`src/rtl/uart_pkg.sv`:
```
// Items shared by the UART receive and transmit blocks.
package uart_pkg;

  localparam int UART_DATA_BITS = 8;
  localparam int UART_CNT_W     = 16;

  typedef enum logic [2:0] {
    IDLE,
    START,
    DATA,
    STOP,
    BREAK
  } uart_rx_state_t;

endpackage

```
`src/rtl/uart_rx_if.sv`:
```
// Byte-side output bundle of the UART receiver.
interface uart_rx_if #(
  parameter int DATA_BITS = 8
) ();
  logic [DATA_BITS-1:0] data;
  logic                 rx_done;
  logic                 frame_err;
  logic                 busy;

  modport master (output data, rx_done, frame_err, busy);
  modport slave  (input  data, rx_done, frame_err, busy);
endinterface

```
`src/rtl/sync_2ff.sv`:
```
// Two-flop synchroniser for asynchronous inputs, reset to a chosen idle level.
module sync_2ff #(
  parameter int               WIDTH     = 1,
  parameter logic [WIDTH-1:0] RESET_VAL = '0
) (
  input  logic             clk,
  input  logic             nrst,
  input  logic [WIDTH-1:0] d,
  output logic [WIDTH-1:0] q
);
  logic [WIDTH-1:0] meta;

  always_ff @(posedge clk or negedge nrst) begin
    if (!nrst) begin
      meta <= RESET_VAL;
      q    <= RESET_VAL;
    end else begin
      meta <= d;
      q    <= meta;
    end
  end
endmodule

```
`src/rtl/uart_rx.sv`:
```
// 8N1 UART receiver: start-bit qualify at half period, mid-bit data sampling,
// stop-bit check with break hold-off. Bytes are handed out on a one-cycle rx_done.
module uart_rx
  import uart_pkg::*;
#(
  parameter int CNT_W     = UART_CNT_W,
  parameter int DATA_BITS = UART_DATA_BITS
) (
  input  logic             clk,
  input  logic             nrst,
  input  logic [CNT_W-1:0] bit_period,
  input  logic             serial_in,
  uart_rx_if.master        rx
);
  localparam int IDX_W = (DATA_BITS > 1) ? $clog2(DATA_BITS) : 1;
  localparam logic [IDX_W-1:0] LAST_IDX = IDX_W'(DATA_BITS - 1);

  uart_rx_state_t       state, nxt;
  logic                 rx_s;
  logic [CNT_W-1:0]     cnt, bp_q;
  logic [CNT_W-1:0]     half_m1, full_m1;
  logic [IDX_W-1:0]     idx;
  logic [DATA_BITS-1:0] sreg, data_q;
  logic                 done_q, ferr_q;
  logic                 sample, shift, latch, done_nxt, ferr_nxt;

  sync_2ff #(.WIDTH(1), .RESET_VAL(1'b1)) u_sync (
    .clk  (clk),
    .nrst (nrst),
    .d    (serial_in),
    .q    (rx_s)
  );

  assign half_m1 = (bp_q >> 1) - CNT_W'(1);
  assign full_m1 = bp_q - CNT_W'(1);

  always_ff @(posedge clk or negedge nrst) begin
    if (!nrst) state <= IDLE;
    else       state <= nxt;
  end

  always_comb begin
    nxt      = state;
    sample   = 1'b0;
    shift    = 1'b0;
    latch    = 1'b0;
    done_nxt = 1'b0;
    ferr_nxt = 1'b0;
    case (state)
      IDLE: if (!rx_s) begin
        nxt   = START;
        latch = 1'b1;
      end
      // A start bit still low at its midpoint is real; otherwise it was a glitch.
      START: if (cnt == half_m1) begin
        sample = 1'b1;
        nxt    = rx_s ? IDLE : DATA;
      end
      DATA: if (cnt == full_m1) begin
        sample = 1'b1;
        shift  = 1'b1;
        if (idx == LAST_IDX) nxt = STOP;
      end
      STOP: if (cnt == full_m1) begin
        sample = 1'b1;
        if (rx_s) begin
          done_nxt = 1'b1;
          nxt      = IDLE;
        end else begin
          ferr_nxt = 1'b1;
          nxt      = BREAK;
        end
      end
      // Held-low line must return high before another start is accepted.
      BREAK: if (rx_s) nxt = IDLE;
      default: nxt = IDLE;
    endcase
  end

  always_ff @(posedge clk or negedge nrst) begin
    if (!nrst) begin
      cnt    <= '0;
      bp_q   <= '0;
      idx    <= '0;
      sreg   <= '0;
      data_q <= '0;
      done_q <= 1'b0;
      ferr_q <= 1'b0;
    end else begin
      if (state == IDLE || sample || nxt != state) cnt <= '0;
      else                                         cnt <= cnt + CNT_W'(1);
      if (latch) bp_q <= bit_period;
      if (state == START && sample) idx <= '0;
      else if (shift)               idx <= idx + IDX_W'(1);
      if (shift)    sreg[idx] <= rx_s;
      if (done_nxt) data_q    <= sreg;
      done_q <= done_nxt;
      ferr_q <= ferr_nxt;
    end
  end

  assign rx.data      = data_q;
  assign rx.rx_done   = done_q;
  assign rx.frame_err = ferr_q;
  assign rx.busy      = (state != IDLE);

endmodule

```
`src/flat_wrapper.sv`:
```
// flat-port wrapper written by rule: the top's interface ports become plain ports
module uart_rx_flat import uart_pkg::*;
#(
  parameter int CNT_W     = UART_CNT_W,
  parameter int DATA_BITS = UART_DATA_BITS
)
  (clk, nrst, bit_period, serial_in, rx_data, rx_rx_done, rx_frame_err, rx_busy);
  uart_rx_if #(.DATA_BITS(DATA_BITS)) rx_i ();
  input  logic clk;
  input  logic nrst;
  input  logic [CNT_W-1:0] bit_period;
  input  logic serial_in;
  output wire logic [$bits(rx_i.data)-1:0] rx_data;
  output wire logic [$bits(rx_i.rx_done)-1:0] rx_rx_done;
  output wire logic [$bits(rx_i.frame_err)-1:0] rx_frame_err;
  output wire logic [$bits(rx_i.busy)-1:0] rx_busy;
  assign rx_data = rx_i.data;
  assign rx_rx_done = rx_i.rx_done;
  assign rx_frame_err = rx_i.frame_err;
  assign rx_busy = rx_i.busy;
  uart_rx #(.CNT_W(CNT_W), .DATA_BITS(DATA_BITS)) u_core (.clk(clk), .nrst(nrst), .bit_period(bit_period), .serial_in(serial_in), .rx(rx_i));
endmodule
```
`config.mk`:
```
export PLATFORM = sky130hd
export DESIGN_NAME = uart_rx_flat
export DESIGN_NICKNAME = d
export VERILOG_FILES = /design/src/rtl/uart_pkg.sv /design/src/rtl/uart_rx_if.sv /design/src/rtl/sync_2ff.sv /design/src/rtl/uart_rx.sv /design/src/flat_wrapper.sv
export SDC_FILE = /design/constraint.sdc
export NUM_CORES = 1
export LEC_CHECK = 0
export ABC_AREA = 1
export CORE_MARGIN = 5
export CORE_UTILIZATION = 58
export CTS_CLUSTER_DIAMETER = 100
export DETAILED_ROUTE_END_ITERATION = 12
export PLACE_DENSITY = 0.79
export SYNTH_ARGS = -nofsm -noshare
export SYNTH_HDL_FRONTEND = slang
export SYNTH_SLANG_ARGS = --single-unit
export TNS_END_PERCENT = 100
```
`constraint.sdc`:
```
create_clock -name clk -period 3.35 [get_ports clk]
set_input_delay 0.335 -clock clk [delete_from_list [all_inputs] [get_ports clk]]
set_output_delay 0.335 -clock clk [all_outputs]
set_load 0.05 [all_outputs]
```
After elaboration in Yosys (flattened, before gate mapping):

Index checks and enable logic that the tools add are counted.

* bitwise logic cells: 0
* $lt $le $gt $ge: 2
* equal/unequal tests: 8
* shift-type cells: 0
* reduce and logical (&&, ||, !) cells: 8
* multipliers: 0
* add/subtract/negate cells: 4
* div/mod/pow operators: 0
* muxes and demuxes: 26

Operators by type and width (count)
* == test 16 bit: 2
* two-way mux 3 bit: 9
* adder 16 x 1 -> 16 bit, second input constant: 1
* two-way mux 16 bit: 1
* subtractor 15 x 1 -> 16 bit, second input constant: 1
* subtractor 16 x 1 -> 16 bit, second input constant: 1
* one-hot mux 3 bit (5 select lines): 1
* two-way mux 1 bit: 11
* bitwise mux 8 bit: 1
* == test 3 x 2 -> 1 bit, second input constant: 2
* == test 3 bit, second input constant: 2
* < comparator 3 x 4 -> 1 bit, second input constant: 1
* adder 3 x 1 -> 3 bit, second input constant: 1
* demux 1 bit (select 3 bit): 1
* == test 3 x 1 -> 1 bit, second input constant: 1
* >= comparator 3 x 1 -> 1 bit, second input constant: 1
* zero test 3 bit: 1
* inequality test 3 bit: 1
* nonzero test 3 bit: 1
* logical AND 1 bit: 2
* logical OR 1 bit: 2
* two-way mux 2 bit: 1
* one-hot mux 1 bit (2 select lines): 1
* nonzero test 2 bit: 1
* OR reduction 2 bit: 1

* logic and storage cells: 58
* ROM bits: 0
* register bits after elaboration: 58
* memories: 0
* input port bits: 19
* output and inout bits: 11
* latch bits: 0
* RAM bits: 0

Logic depth before layout (Yosys ltp):

* word-level depth: 7
* mapped depth: 18
* gate-level depth less buffers: 18

Hierarchy:

Synthesis repeated with hierarchy kept, for this count alone.

* cell total of the unflattened synthesis: 591
* area total of the unflattened synthesis: 4151.5 µm²

Modules (own cells, without submodules)
* uart_rx: area an instance 4098.9 µm², times used 1, sequential area each 1401.3 µm², cells each 589
* sync_2ff: area an instance 52.6 µm², times used 1, sequential area each 52.6 µm², cells each 2

Least setup slack after synthesis:

OpenSTA, ideal clock, no wires.

* path kind: register to register
* start point: register u_core.bp_q[1]
* end point: register u_core.cnt[13]
* period minus slack after synthesis: 2.118 ns
* arrival: 1.998 ns
* setup slack: 1.232 ns
* cell stages (with the launch flop): 19
* path buffers: 1
* setup time: 0.121 ns
* data required time: 3.229 ns
* path through: dfrtp_1 -> inv_1 -> ha_1 -> inv_2 -> nor2_4 -> nand3_2 -> clkinv_1 -> nand2_1 -> nand2_1 -> nand2_1 -> nand2_1 -> nand2_1 -> nor2_2 -> nand4_1 -> nand2_1 -> nor2_2 -> nand2_4 -> buf_12 -> nor2_2

* word-level cells in the longest chain between the ends: 7
* elaborated cells between the ends (all ways): 15
* classes of those cells: 2 x add/sub; 3 x eq/ne; 8 x mux; 2 x reduce/logical

Ends and longest elaborated chain
* start, declared: line uart_rx.sv:20 `logic [CNT_W-1:0] cnt, bp_q;`
* start signal, assigned: line uart_rx.sv:92 `if (latch) bp_q <= bit_period;`
* subtractor 16 x 1 -> 16 bit / subtractor 15 x 1 -> 16 bit (equally long branches): line uart_rx.sv:35, uart_rx.sv:34
* == test 16 bit (on tied branches): line uart_rx.sv:59, uart_rx.sv:64, uart_rx.sv:55
* two-way mux 3 bit (tied with other cells): line uart_rx.sv:64 `STOP: if (cnt == full_m1) begin`
* one-hot mux 3 bit (5 select lines) / one-hot mux 1 bit (2 select lines) (equally long branches): line uart_rx.sv:49 `case (state)`
* inequality test 3 bit / logical OR 1 bit (equally long branches): line uart_rx.sv:90 `if (state == IDLE || sample || nxt != state) cnt <= '0;`
* logical OR 1 bit (*): line uart_rx.sv:90
* two-way mux 16 bit (*): line uart_rx.sv:90
* end signal, assigned: line uart_rx.sv:91 `else cnt <= cnt + CNT_W'(1);`
* end, declared: line uart_rx.sv:20

Every way passes the cells marked *; elsewhere a longest branch is shown, timed or not.
A chain may end at the register's enable or synchronous reset.

Worst setup path in the final report:

* start point: register u_core.bp_q[1]
* end point: register u_core.sreg[0]

* word-level cells in the longest chain between the ends: 4

Ends and longest elaborated chain
* subtractor 16 x 1 -> 16 bit: line uart_rx.sv:35 `assign full_m1 = bp_q - CNT_W'(1);`
* == test 16 bit: line uart_rx.sv:59 `DATA: if (cnt == full_m1) begin`
* two-way mux 1 bit: line uart_rx.sv:59
* two-way mux 1 bit: line uart_rx.sv:49
* end signal, assigned by index: line uart_rx.sv:95 `if (shift) sreg[idx] <= rx_s;`
* end, declared: line uart_rx.sv:23 `logic [DATA_BITS-1:0] sreg, data_q;`

No other way between the ends.

==> metrics.md <==
| Metric | Value |
|---|---|
| Status | `complete, but fails checks` |
| Failing checks | `hold timing` |
| Die Area | `~0.0087 mm²` |
| Number of CTS-inserted buffers | `9` |
| Leak | `about 0.0023 µW` |
| Vias in the first global route | `3697` |
| Setup Viol. Count Final | `0` |
| Synth Flop Type | `dfrtp_1` |
| Gr usage total | `0.248` |
| Clk Latency, worst-skew pair | `approximately 0.35 ns` |
| Share of the synthesized area in the top cell type | `0.347` |
| CP peak stage delay | `between 0.4 and 0.5 ns` |
| Detailed-route wire length | `9890 µm` |
| Final GP Congestion | `0.987` |
| Post-synth ARST share | `1.00` |
| Clock power share | `0.262` |
| DIE WIDTH | `between 90 and 100 µm` |
| Cell count after synthesis | `570` |
| Routed Antenna Nets | `0` |
| CP startpoint kind | `flop` |
| Core box area | `between 0.006 and 0.007 mm²` |
| Clock-pin slew on the worst setup and hold paths | `about 0.070 ns` |
| Final #Nets | `~630` |
| Comb pwr share | `0.385` |
| Std-Cell Rows | `30` |
| Psw | `1160 µW` |
| Hold_buf cts | `0` |
| Top-Level Pins | `30` |
| Number of gates resized after CTS | `0` |
| Initial DRT Pass Iterations | `5` |
| Rel. slew slack | `0.351` |
| Initial core utilization | `0.595` |
| Synth top area cells | `dfrtp_1 (35%), nand2_1 (17%), nor2_1 (6.5%)` |
| Cell-internal power | `about 1600 µW` |
| Post-synth top cells | `nand2_1 (182), nor2_1 (70), inv_1 (57)` |
| Most numerous cell in the Yosys netlist | `nand2_1` |
| CTS sink cnt | `just under 60` |
| GRT Residual Overflow | `0` |
| R2r startpoint | `u_core.bp_q[1]$_DFFE_PN0P_` |
| Hold WS | `-0.0108 ns` |
| Slew Viols, Final | `0` |
| Worst Path Required | `~3.6 ns` |
| Crit path launch | `u_core.bp_q[1]$_DFFE_PN0P_` |
| Switching share of power | `0.417` |
| Root buffer cell | `clkbuf_8` |
| Slowest CP cell | `nor2_2` |
| Worst setup EP type | `flop` |
| Period utilisation layout | `0.823` |
| Hold WC Path Type | `primary input to async pin` |
| Iter 0 DRT Violations | `about 210` |
| Avg Inst Size Synth | `slightly above 7 µm²` |
| H-tree Lvls | `3` |
| Initial antenna violation count | `0` |
| Area grow syn2layout | `13.8%` |
| Crit Path Category | `flop to flop` |
| CP most frequent cell | `nand2_1` |
| Die Y | `93.5 µm` |
| First-pass GRT wire length | `~17000 µm` |
| Register area share after synthesis | `0.360` |
| Post-DR vias/cell | `between 5 and 6` |
| CP Data Arrival Time | `roughly 3.0 ns` |
| Yosys reg bits | `58` |
| FF/Latch Area | `0.00145 mm²` |
| Synthesized Nets | `between 500 and 600` |
| MaxCap Viol Count | `0` |
| Min Tclk post-route | `around 2.8 ns` |
| Largest net degree at the start of global routing | `34` |
| Setup TNS | `0 ns` |
| EDFF count, synth | `0` |
| Pwr Density | `slightly above 600 mW/mm²` |
| Port Buffer Count | `29` |
| Least-Margin Pin Slew | `slightly below 1 ns` |
| RSZ-0062 raised after global routing | `no` |
| DR vias | `around 3800` |
| Ys Warns | `0` |
| Footprint of the multi-input gates | `about 0.0023 mm²` |
| Antenna diodes | `0` |
| CP max FO | `12` |
| Postcts setup bufs | `0` |
| Number of remaining DRC errors | `0` |
| Avg WL per Cell | `14.1 µm` |
| Mapped Area | `slightly above 0.004 mm²` |
| Pwr Total | `between 2000 and 3000 µW` |
| TritonCTS clock tree | `yes` |
| Max Root-Sink Buffers | `2` |
| Filler cells | `586` |
| Seq pwr share | `0.353` |
| Share of cells above drive strength 1 | `0.125` |
| Worst Clk Skew | `0.0109 ns` |
| HPWL Detailed | `7610 µm` |
| Max VDD drop | `roughly 410 µV` |
| Cells along the critical path | `inv_1 > ha_1 > inv_2 > nor2_4 > nand3_2 > clkinv_1 > nand2_1 > nand2_1 > nand2_1 > nand2_1 > nand2_1 > nor2_1 > nand3_1 > nor2_2 > nand3_1 > o21ai_0` |
| Synth unique cells | `36` |
| Cell taking the most area after synthesis | `dfrtp_1` |
| Final Hold Fails | `7` |
| Peak Freq | `approximately 0.36 GHz` |
==> cells in the final DEF, fill, tap and decap left out, drive strengths merged, types with 4 or more instances in the layout <==
cell type and instances:
nand2 188, nor2 100, inv 62, dfrtp 56
nand3 53, xor2 28, clkdlybuf4s50 28, a21oi 14
o21ai 13, nand4 11, clkbuf 11, xnor2 6
nand3b 5, ha 5, nor3 5, mux2 4
clkinv 4
==> flip-flops by register name (all words and copies together), names as in the netlist <==
register and cells:
u_core.sreg 8, u_core.idx 3, u_core.rx.rx_done 1, u_core.rx.data 8, u_core.state 3, u_core.cnt 16
u_core.u_sync.meta 1, u_core.rx.frame_err 1, u_core.bp_q 16, u_core.u_sync.q 1
==> final cells by class <==
class / instances / area share
timing repair buffer: 31 / 0.0653
sequential: 58 / 0.316
multi-input combinational: 437 / 0.492
inverter: 64 / 0.0533
tap: 96 / 0.0261
clock inverter: 5 / 0.0169
clock buffer: 11 / 0.0307
==> final timing paths <==
kind / depth (start not counted) / slack, ns / end
max reg2reg: 16 / 0.59 / u_core.sreg[0]$_DFFE_PN0P_
max: 16 / 0.59 / u_core.sreg[0]$_DFFE_PN0P_
min reg2reg: 0 / 0.36 / u_core.u_sync.q$_DFF_PN1_
min: 1 / -0.01 / u_core.cnt[2]$_DFF_PN0_
min in group clk: 0 / 0.36 / u_core.u_sync.q$_DFF_PN1_
max in group asynchronous: 2 / 2.48 / u_core.u_sync.meta$_DFF_PN1_
==> through the flow <==
stage / util / cells / worst slack [ns] / area [µm²]
floorplan: - / 570 / 1.23 / 4040
global placement: 0.645 / 686 / 0.708 / 4380
detailed placement: 0.645 / 686 / 0.640 / 4380
CTS: 0.677 / 702 / 0.601 / 4600
global route: 0.677 / 702 / 0.238 / 4600
finish: 0.677 / 702 / 0.594 / 4600
==> cells by family after synthesis <==
family,after synthesis,share of synthesized area
AO/OA/AOI/OAI,31,0.0412
XOR/XNOR,34,0.0736
adder cells (fa/ha/maj),5,0.0155
buffers and inverters,75,0.0808
flip-flops,58,0.360
multiplexers,4,0.0111
AND/OR/NAND/NOR,363,0.418
==> layer usage <==
metal | track usage | part of all wire | up-vias
li1 | - | - | 1849
met1 | 0.307 | 0.43 | 1759
met2 | 0.412 | 0.47 | 118
met3 | 0.0442 | 0.056 | 32
met4 | 0.126 | 0.036 | 0
met5 | 0 | 0 | -
==> critical path, delay by kind of cell (launching register included) <==
kind                     cells  cell delay [ns]
flip-flops                   1             0.38
buffers and inverters        3             0.36
AND/OR/NAND/NOR             11             1.32
AO/OA/AOI/OAI                1             0.24
adder cells (fa/ha/maj)      1             0.34
==> power groups by stage <==
stage,registers [µW],clock network (µW),logic (µW)
3_5_place_dp,986,0,1040
5_1_grt,996,768,1210
2_1_floorplan,936,0,833
3_3_place_gp,985,0,1020
4_1_cts,977,735,1050
6_report,981,728,1070
No activity file was read; power rests on OpenSTA's default activity.
